[config.mk]
export PLATFORM = sky130hd
export DESIGN_NAME = rtc_bus_sched_flat
export DESIGN_NICKNAME = d
export VERILOG_FILES = /design/src/rtl/rtc_bus_sched_if.sv /design/src/rtl/rtc_bus_sched.sv /design/src/flat_wrapper.sv
export SDC_FILE = /design/constraint.sdc
export NUM_CORES = 1
export LEC_CHECK = 0
export CORE_ASPECT_RATIO = 1.1
export CORE_MARGIN = 3
export CORE_UTILIZATION = 49
export CTS_BUF_LIST = sky130_fd_sc_hd__clkbuf_4 sky130_fd_sc_hd__clkbuf_8
export DETAILED_ROUTE_END_ITERATION = 10
export GPL_TIMING_DRIVEN = 0
export PLACE_DENSITY = 0.79
export SYNTH_ARGS = -nofsm -noshare
export SYNTH_HDL_FRONTEND = slang
export SYNTH_SLANG_ARGS = --single-unit
[constraint.sdc]
create_clock -name clk -period 1.85 [get_ports clk]
set_input_delay 0.185 -clock clk [delete_from_list [all_inputs] [get_ports clk]]
set_output_delay 0.185 -clock clk [all_outputs]
set_load 0.005 [all_outputs]
[src/rtl/rtc_bus_sched_if.sv]
// RTC AD-bus scheduler interface: request side and multiplexed AD bus side.
interface rtc_bus_sched_if;
  logic       req_lec;
  logic       req_esc;
  logic [7:0] addr;
  logic [7:0] wdata;
  logic [7:0] ad_in;
  logic [7:0] ad_out;
  logic       ad_oe;
  logic       A_D;
  logic       CS_n;
  logic       RD_n;
  logic       WR_n;
  logic [7:0] rdata;
  logic       done_lec;
  logic       done_esc;
  logic       busy;

  modport master (
    output req_lec, req_esc, addr, wdata, ad_in,
    input  ad_out, ad_oe, A_D, CS_n, RD_n, WR_n, rdata, done_lec, done_esc, busy
  );

  modport slave (
    input  req_lec, req_esc, addr, wdata, ad_in,
    output ad_out, ad_oe, A_D, CS_n, RD_n, WR_n, rdata, done_lec, done_esc, busy
  );
endinterface

[src/rtl/rtc_bus_sched.sv]
// RTC AD-bus scheduler: arbitrates VGA-refresh reads against user writes and
// sequences one multiplexed address/gap/data transaction at a time.
module rtc_bus_sched #(
  parameter int T_PHASE = 14,
  parameter int T_GAP   = 14
) (
  input  logic            clk,
  input  logic            reset,
  rtc_bus_sched_if.slave  bus
);

  typedef enum logic [2:0] {IDLE, ADDR, GAP, DATA, FIN} state_t;

  localparam logic [6:0] PH_LAST  = 7'(T_PHASE - 1);
  localparam logic [6:0] GAP_LAST = 7'(T_GAP - 1);
  localparam logic [6:0] STB_LO   = 7'd2;
  localparam logic [6:0] STB_HI   = 7'(T_PHASE - 3);

  state_t     state, stateNxt;
  logic [6:0] cnt;
  logic       opWrite;     // captured operation: 1 = write
  logic       lastWrite;   // last grant went to the write path
  logic [7:0] addrQ, wdataQ, rdataQ;
  logic       grantWrite;
  logic       strobeWin;

  // Round-robin pick; lastWrite=0 after reset gives write the first win.
  assign grantWrite = bus.req_esc && (!bus.req_lec || !lastWrite);
  assign strobeWin  = (cnt >= STB_LO) && (cnt <= STB_HI);

  // Next-state logic: fixed-length phases timed by the phase counter.
  always_comb begin
    stateNxt = state;
    case (state)
      IDLE:    if (bus.req_lec || bus.req_esc) stateNxt = ADDR;
      ADDR:    if (cnt == PH_LAST)  stateNxt = GAP;
      GAP:     if (cnt == GAP_LAST) stateNxt = DATA;
      DATA:    if (cnt == PH_LAST)  stateNxt = FIN;
      FIN:     stateNxt = IDLE;
      default: stateNxt = IDLE;
    endcase
  end

  // State, phase counter, grant capture and read-data capture.
  always_ff @(posedge clk) begin
    if (reset) begin
      state     <= IDLE;
      cnt       <= '0;
      opWrite   <= 1'b0;
      lastWrite <= 1'b0;
      addrQ     <= '0;
      wdataQ    <= '0;
      rdataQ    <= '0;
    end else begin
      state <= stateNxt;
      if (stateNxt != state)
        cnt <= '0;
      else if (state == ADDR || state == GAP || state == DATA)
        cnt <= cnt + 7'd1;
      if (state == IDLE && stateNxt == ADDR) begin
        opWrite   <= grantWrite;
        lastWrite <= grantWrite;
        addrQ     <= bus.addr;
        wdataQ    <= bus.wdata;
      end
      // Sample late in the read strobe so the RTC has had time to drive.
      if (state == DATA && !opWrite && cnt == STB_HI)
        rdataQ <= bus.ad_in;
    end
  end

  // Bus outputs decoded from state and counter.
  always_comb begin
    bus.A_D      = 1'b0;
    bus.ad_oe    = 1'b0;
    bus.ad_out   = 8'h00;
    bus.CS_n     = 1'b1;
    bus.RD_n     = 1'b1;
    bus.WR_n     = 1'b1;
    bus.done_lec = 1'b0;
    bus.done_esc = 1'b0;
    case (state)
      ADDR: begin
        bus.ad_oe  = 1'b1;
        bus.ad_out = addrQ;
        bus.CS_n   = !strobeWin;
        bus.WR_n   = !strobeWin;
      end
      GAP: begin
        // ADDR always ends with the bus driven, so holding means driving.
        bus.A_D    = 1'b1;
        bus.ad_oe  = 1'b1;
        bus.ad_out = addrQ;
      end
      DATA: begin
        bus.A_D  = 1'b1;
        bus.CS_n = !strobeWin;
        if (opWrite) begin
          bus.ad_oe  = 1'b1;
          bus.ad_out = wdataQ;
          bus.WR_n   = !strobeWin;
        end else begin
          bus.ad_out = addrQ;
          bus.RD_n   = !strobeWin;
        end
      end
      FIN: begin
        bus.done_lec = !opWrite;
        bus.done_esc = opWrite;
      end
      default: ;
    endcase
  end

  assign bus.busy  = (state != IDLE);
  assign bus.rdata = rdataQ;

endmodule

[src/flat_wrapper.sv]
// flat-port wrapper written by rule: the top's interface ports become plain ports
module rtc_bus_sched_flat 
#(
  parameter int T_PHASE = 14,
  parameter int T_GAP   = 14
)
  (clk, reset, bus_req_lec, bus_req_esc, bus_addr, bus_wdata, bus_ad_in, bus_ad_out, bus_ad_oe, bus_A_D, bus_CS_n, bus_RD_n, bus_WR_n, bus_rdata, bus_done_lec, bus_done_esc, bus_busy);
  rtc_bus_sched_if bus_i ();
  input  logic clk;
  input  logic reset;
  input wire logic [$bits(bus_i.req_lec)-1:0] bus_req_lec;
  input wire logic [$bits(bus_i.req_esc)-1:0] bus_req_esc;
  input wire logic [$bits(bus_i.addr)-1:0] bus_addr;
  input wire logic [$bits(bus_i.wdata)-1:0] bus_wdata;
  input wire logic [$bits(bus_i.ad_in)-1:0] bus_ad_in;
  output wire logic [$bits(bus_i.ad_out)-1:0] bus_ad_out;
  output wire logic [$bits(bus_i.ad_oe)-1:0] bus_ad_oe;
  output wire logic [$bits(bus_i.A_D)-1:0] bus_A_D;
  output wire logic [$bits(bus_i.CS_n)-1:0] bus_CS_n;
  output wire logic [$bits(bus_i.RD_n)-1:0] bus_RD_n;
  output wire logic [$bits(bus_i.WR_n)-1:0] bus_WR_n;
  output wire logic [$bits(bus_i.rdata)-1:0] bus_rdata;
  output wire logic [$bits(bus_i.done_lec)-1:0] bus_done_lec;
  output wire logic [$bits(bus_i.done_esc)-1:0] bus_done_esc;
  output wire logic [$bits(bus_i.busy)-1:0] bus_busy;
  assign bus_i.req_lec = bus_req_lec;
  assign bus_i.req_esc = bus_req_esc;
  assign bus_i.addr = bus_addr;
  assign bus_i.wdata = bus_wdata;
  assign bus_i.ad_in = bus_ad_in;
  assign bus_ad_out = bus_i.ad_out;
  assign bus_ad_oe = bus_i.ad_oe;
  assign bus_A_D = bus_i.A_D;
  assign bus_CS_n = bus_i.CS_n;
  assign bus_RD_n = bus_i.RD_n;
  assign bus_WR_n = bus_i.WR_n;
  assign bus_rdata = bus_i.rdata;
  assign bus_done_lec = bus_i.done_lec;
  assign bus_done_esc = bus_i.done_esc;
  assign bus_busy = bus_i.busy;
  rtc_bus_sched #(.T_PHASE(T_PHASE), .T_GAP(T_GAP)) u_core (.clk(clk), .reset(reset), .bus(bus_i));
endmodule
==> results of run 1 <==
## layout make-up
cell class / instances / area, µm²
inverter: 12 / 45.0
sequential: 35 / 717
clock buffer: 6 / 51.3
multi-input combinational: 165 / 998
buffer: 16 / 180
tap: 48 / 60.1
fill: 289 / 807
clock inverter: 1 / 5.00
timing repair buffer: 61 / 549
## tightest hold or removal path, delay by kind of cell
family / cells / cell delay, ps
buffers and inverters: 1 / 390
AOI/OAI and AO/OA: 1 / 50
and+or+nand+nor: 1 / 50
## cells by family after synthesis
family,after synthesis
simple gates,101
xor+xnor,3
mux,8
flops,35
fa+ha+maj,3
compound gates,50
buf+inv,29
## state kept, by name, indices dropped and copies added, names as in the netlist
signal and count:
u_core.addrQ 8, u_core.bus.rdata 8, u_core.wdataQ 8, u_core.cnt 7, u_core.state 3, u_core.opWrite 1
## synthesized netlist by cell type
| library cell | count | share of area, % |
|---|---|---|
| buf_2 | 2 | 0.57 |
| nor4_1 | 2 | 0.71 |
| nand4_1 | 2 | 0.71 |
| and2_1 | 2 | 0.71 |
| nor3_1 | 7 | 2.0 |
| o21ai_0 | 10 | 2.8 |
| buf_4 | 2 | 0.85 |
| or4_1 | 1 | 0.42 |
| nand2b_1 | 1 | 0.35 |
| a211o_1 | 1 | 0.49 |
| nor2_1 | 21 | 4.5 |
| a22oi_1 | 8 | 3.4 |
| mux2i_1 | 8 | 4.5 |
| inv_1 | 12 | 2.5 |
| nor3_4 | 1 | 0.92 |
| nand3b_1 | 1 | 0.42 |
| or3_1 | 2 | 0.71 |
| a21o_1 | 1 | 0.42 |
| or2_1 | 1 | 0.35 |
| and3_1 | 7 | 2.5 |
| nor2b_1 | 2 | 0.71 |
| nand2_1 | 37 | 7.8 |
| a21oi_1 | 21 | 5.9 |
| nand3_1 | 11 | 3.1 |
| o21ai_1 | 1 | 0.28 |
| o21bai_1 | 1 | 0.42 |
| a311oi_1 | 1 | 0.49 |
| ha_1 | 3 | 2.1 |
| xnor2_1 | 3 | 1.5 |
| buf_6 | 3 | 1.9 |
| nor4bb_1 | 1 | 0.57 |
| a31oi_1 | 2 | 0.71 |
| dfxtp_1 | 35 | 40 |
| nand4b_1 | 1 | 0.49 |
| a211oi_1 | 3 | 1.3 |
| nand4_2 | 1 | 0.71 |
| a21boi_1 | 1 | 0.42 |
| clkbuf_1 | 10 | 2.1 |
## report_power, final
| group | leakage [nW] | internal (mW) | switching (mW) |
|---|---|---|---|
| sequential | 0.289 | 0.779 | 0.0213 |
| clock | 0.0341 | 0.176 | 0.265 |
| combinational | 0.780 | 0.144 | 0.126 |
## cell usage in the layout, fill, tap and decap left out, drive strengths merged, types with 5 or more instances in the layout
| cell | count |
|---|---|
| dlygate4sd2 | 5 |
| a21oi | 21 |
| clkdlybuf4s50 | 36 |
| buf | 23 |
| dfxtp | 35 |
| mux2i | 8 |
| nor3 | 8 |
| inv | 12 |
| o21ai | 11 |
| nand2 | 37 |
| nand3 | 11 |
| and3 | 7 |
| nor2 | 21 |
| a22oi | 8 |
| clkbuf | 17 |
## metrics by stage
step / hold WS [ps] / std cells / power (mW) / area, µm² / TNS (ps)
detailed placement: 448 / 328 / 1.05 / 2340 / -2460
global placement: 446 / 328 / 1.05 / 2340 / -2470
finish: 372 / 344 / 1.51 / 2610 / -522
CTS: 369 / 340 / 1.51 / 2550 / -170
floorplan: 301 / 229 / 0.933 / 1770 / 0
global route: 365 / 344 / 1.58 / 2610 / -632
## what timing repair did
| item | 4_1_cts | 5_1_grt |
|---|---|---|
| endpoints found under the hold margin | 0 | 0 |
| buffers inserted | 6 | 4 |
| pin swaps | 8 | 4 |
| gates resized for setup | 78 | 18 |
| setup endpoints to repair | 16 | 10 |
## path summary, 6_finish.rpt
kind	cells past startpoint	endpoint	slack, ps	from
hold reg to reg	2	u_core.wdataQ[4]	460	u_core.wdataQ[4]
setup / recovery	6	bus_RD_n	-180	u_core.cnt[1]
hold / removal	3	u_core.addrQ[0]	370	bus_addr[0]
setup reg to reg	6	u_core.bus.rdata[3]	110	u_core.cnt[0]
## metal layers
metal	vias up	track usage [%]	routed length, µm
li1	921	-	-
met1	884	30.2	2080
met2	91	37.0	2460
met3	9	5.70	349
met4	0	10.3	63
met5	-	0	0
==> metrics, run 1 <==
I/O Buffers 51; violations in the final reports negative setup slack; Synth Cell Area 1770 µm²; clk slew on worst S/H paths 120 ps; CTS Root Cell clkbuf_4; Crit Path Class flip-flop to primary output; Iter 0 DRT Violations 207; Tightest Pin Transition between 700 and 800 ps; Residual DRC 0; worst rel slew slack 52.4%; CP top delay family simple AND/OR/NAND/NOR gates; DP Worst Slack -271 ps; CTS tree built; WP buf/inv 1; antenna viol nets, final 0; Crit Path Max Fanout 7; total grt overflow 0; post-synthesis mux area share 4.52%; Peak VDD IR 0.471 mV; H-tree Lvls 2; Adder-Cell Fraction of Synth Area 2.12%; slowest CP cell or4_1; Critical Path Sink Type primary output; WP data arrival about 1900 ps; LEAKAGE 1.10 nW; Via density 5.54; Layout area overhead 47.2%; die extent in y 69.0 µm; largest family of logic cells by synthesized area simple AND/OR/NAND/NOR gates; clock buffer count from CTS 5; CTS sink count 35; post-layout util between 70% and 80%; CP Cell Sequence ha_4 > or4_1 > nand3_1 > a211o_1 > nand3b_1 > buf_2; Final HPWL DP roughly 3200 µm; Critical Path RT 1660 ps; Pwr per Cell Area 580 nW/µm²; Final WS setup -185 ps; initial antenna violation count 0; Placer Congestion 0.848; hold-fix buffers at CTS 0; crit share post-route 110%; syn avg cell area between 7 and 8 µm²; final hold violations 0; XOR/XNOR share of the synthesized area 1.48%; Hold Crit Class input port to flip-flop; # diodes 0; fin nets 327; Seq/Total Area, Yosys 39.6%; WL/cell 14.4 µm; Clock Skew 11.2 ps; simple-gate share of the synthesized area 27.6%; Rows 22; vias in the first global route 1808; vias ~1900; Post-Route WL 4960 µm; Worst-Skew Late Latency 360 ps; fmax 491 MHz; Crit path largest cell delay 430 ps; GRT Util Overall 23.4%; status complete, but fails checks; DRT Pass-1 Iters 5; first-pass GRT wire length around 8200 µm; Slew Limit Fails 0; compound-gate portion of the synthesized area 16.7%; max_cap viols 0; Post-Syn Instances 229; Final Critical Period between 2000 and 2500 ps; Yosys cell types 38; Syn Nets 260; #FFs+latches synth 35; Startpoint Class flip-flop; setup violators final 3; IO Pins 52; starting density of the core 51.9%; largest net degree at the start of global routing 11; RSZ-0062 raised after global routing yes; Synth Warn # 0; Horiz. Die Dim 63.3 µm; clk buf depth 2; Core Box Area 3410 µm²; die area 4370 µm²; layout cell share with drive strength beyond 1 between 10% and 20%
Power figures use the tool's default switching activity.
==> run 2: changes to the inputs <==
--- a/config.mk
+++ b/config.mk
@@ -6,9 +6,10 @@
 export NUM_CORES = 1
 export LEC_CHECK = 0
 export CORE_ASPECT_RATIO = 1.1
-export CORE_MARGIN = 3
+export CORE_MARGIN = 2
 export CORE_UTILIZATION = 49
 export CTS_BUF_LIST = sky130_fd_sc_hd__clkbuf_4 sky130_fd_sc_hd__clkbuf_8
+export CTS_CLUSTER_DIAMETER = 60
 export DETAILED_ROUTE_END_ITERATION = 10
 export GPL_TIMING_DRIVEN = 0
 export PLACE_DENSITY = 0.79
==> run 2 against run 1 <==
  * Highest routed layer unchanged
  * Non-clock buffer count increased by 2
  * Count of clock-buffer cells in the layout unchanged
  * Critical path depth increased by 2
  * Sequential power about the same
  * The flow still finishes with violations (negative setup slack)
  * First-iteration DRC count decreased by 33%
  * Core utilization increased by 1.2 points
  * Clock skew increased by 4.3 ps
  * Fmax increased by 1.8%
  * Largest cell class unchanged
  * Final area increased by 0.77%
  * Sequential share of layout area decreased by 0.26 points
==> metrics, run 2 (synthesized netlist as in run 1, its figures left out) <==
Critical Path RT 1660 ps; WP data arrival 1810 ps; worst rel slew slack 48.7%; Placed Area 2340 µm²; CTS Root Cell clkbuf_4; sw frac 27.7%; register share of total power 53.3%; violations in the final reports negative setup slack; clk slew on worst S/H paths 110 ps; clock group share of total power 28.6%; met2 Track Usage GR 42.4%; Horiz. Die Dim 61.3 µm; Peak VDD IR roughly 0.44 mV; Critical Path Sink Type primary output; GRT Util Overall roughly a quarter; Placer Congestion about 0.86; P_int about 1.1 mW; die area 4110 µm²; Final WS setup -148 ps; Core Box Area between 3000 and 4000 µm²; Iter 0 DRT Violations 139; Post-Route WL 4840 µm; total grt overflow 0; initial antenna violation count 0; I/O Buffers 51; clock buffer count from CTS 5; Rows 22; status complete, but fails checks; WP buf/inv 3; Final HPWL DP 3240 µm; Tightest Pin Transition 761 ps; Pwr per Cell Area 573 nW/µm²; crit share post-route 108%; commonest non-fill, non-tap cell in the layout nand2_1; vias in the first global route 1767; final hold violations 0; Crit Path Max Fanout 2; IO Pins 52; most frequent cells in the layout nand2_1 (37), clkdlybuf4s50_1 (36), dfxtp_1 (29), a21oi_1 (21), nor2_1 (20); CP top delay family simple AND/OR/NAND/NOR gates; die extent in y 67.0 µm; gr busiest metal met2; # diodes 0; antenna viol nets, final 0; Via density about 5.4; max_cap viols 0; slowest CP cell or4_1; GRT met1 Usage 32.0%; Worst-Skew Late Latency 350 ps; Final Critical Period 2000 ps; vias 1886; LEAKAGE about 1.1 nW; fmax ~500 MHz; Logic pwr share 18.1%; H-tree Lvls 2; first-pass GRT wire length ~8000 µm; DRT Pass-1 Iters 4; CP Cell Sequence inv_2 > ha_2 > or4_1 > nand3_1 > a211o_1 > buf_6 > nand3b_1 > buf_2; CTS sink count 35; Min Hold Slack 371 ps; Clock Skew 15.5 ps; fin area 2630 µm²; Final Power around 1.5 mW; layout cell share with drive strength beyond 1 19.1%; P_sw roughly 420 µW; clk buf depth 2; WL/cell between 10 and 15 µm; fin nets 329; setup violators final 3; RSZ-0062 raised after global routing yes; CTS tree built; Residual DRC 0; Startpoint Class flip-flop; Layout area overhead 48.3%; met3 Resource Use GR 7.38%; Crit path largest cell delay 390 ps; Hold Crit Class input port to flip-flop; Slew Limit Fails 0; largest net degree at the start of global routing 12; Crit Path Class flip-flop to primary output; hold-fix buffers at CTS 0; starting density of the core 52.3%
## run 2: cell types whose count changed in the layout (fill, tap and decap cells not counted), moves of 2 or more
| cell | previous run | this run |
|---|---|---|
| nor3_2 | 0 | 2 |
| dlymetal6s2s_1 | 0 | 2 |
| nor3_4 | 4 | 2 |
| buf_4 | 11 | 13 |
## run 2: final cells by class
class / count / area [µm²]
Multi-Input combinational cell: 165 / 993
Fill cell: 259 / 759
Sequential cell: 35 / 716
Timing Repair Buffer: 63 / 578
Buffer: 16 / 176
Tap cell: 48 / 60.1
Clock buffer: 6 / 45.0
Inverter: 12 / 45.0
Clock inverter: 2 / 12.5
## run 2: worst paths after layout
kind | startpoint | end | slack, ps | cells after the start
worst min register to register | u_core.wdataQ[7] | u_core.wdataQ[7] | 470 | 2
worst min-delay path | bus_addr[1] | u_core.addrQ[1] | 370 | 3
worst max register to register | u_core.state[1] | u_core.bus.rdata[2] | 130 | 6
worst max-delay path | u_core.cnt[0] | bus_RD_n | -150 | 8
## run 2: stage by stage
stage	utilization, %	setup slack, ps	setup TNS (ps)	std cells
global route	77.6	-245	-653	347
global placement	69.1	-236	-2090	328
floorplan	-	324	0	229
CTS	75.9	-165	-822	342
detailed placement	69.1	-278	-2270	328
finish	77.6	-148	-314	347
## run 2: power by group through the flow
stage               clock, mW  sequential [mW]  combinational, mW
floorplan                   0            0.814              0.119
global placement            0            0.819              0.226
detailed placement          0            0.820              0.229
CTS                     0.441            0.801              0.256
global route            0.480            0.808              0.297
finish                  0.430            0.802              0.272
## run 2: repair_timing
item	in CTS	in global routing
pin swaps	4	4
resized for setup	69	17
gates cloned	0	0
setup buffers	7	5
setup endpoints to repair	16	12
## run 2: per-layer routing
metal	up-vias	part of all wire (%)
li1	925	-
met1	882	41
met2	66	51
met3	13	6.4
met4	0	1.9
met5	-	0
## run 2: tightest hold or removal path: cells and delay by family
family	cells	cell delay, ps
simple gates	1	50
compound gates	1	50
buf+inv	1	390
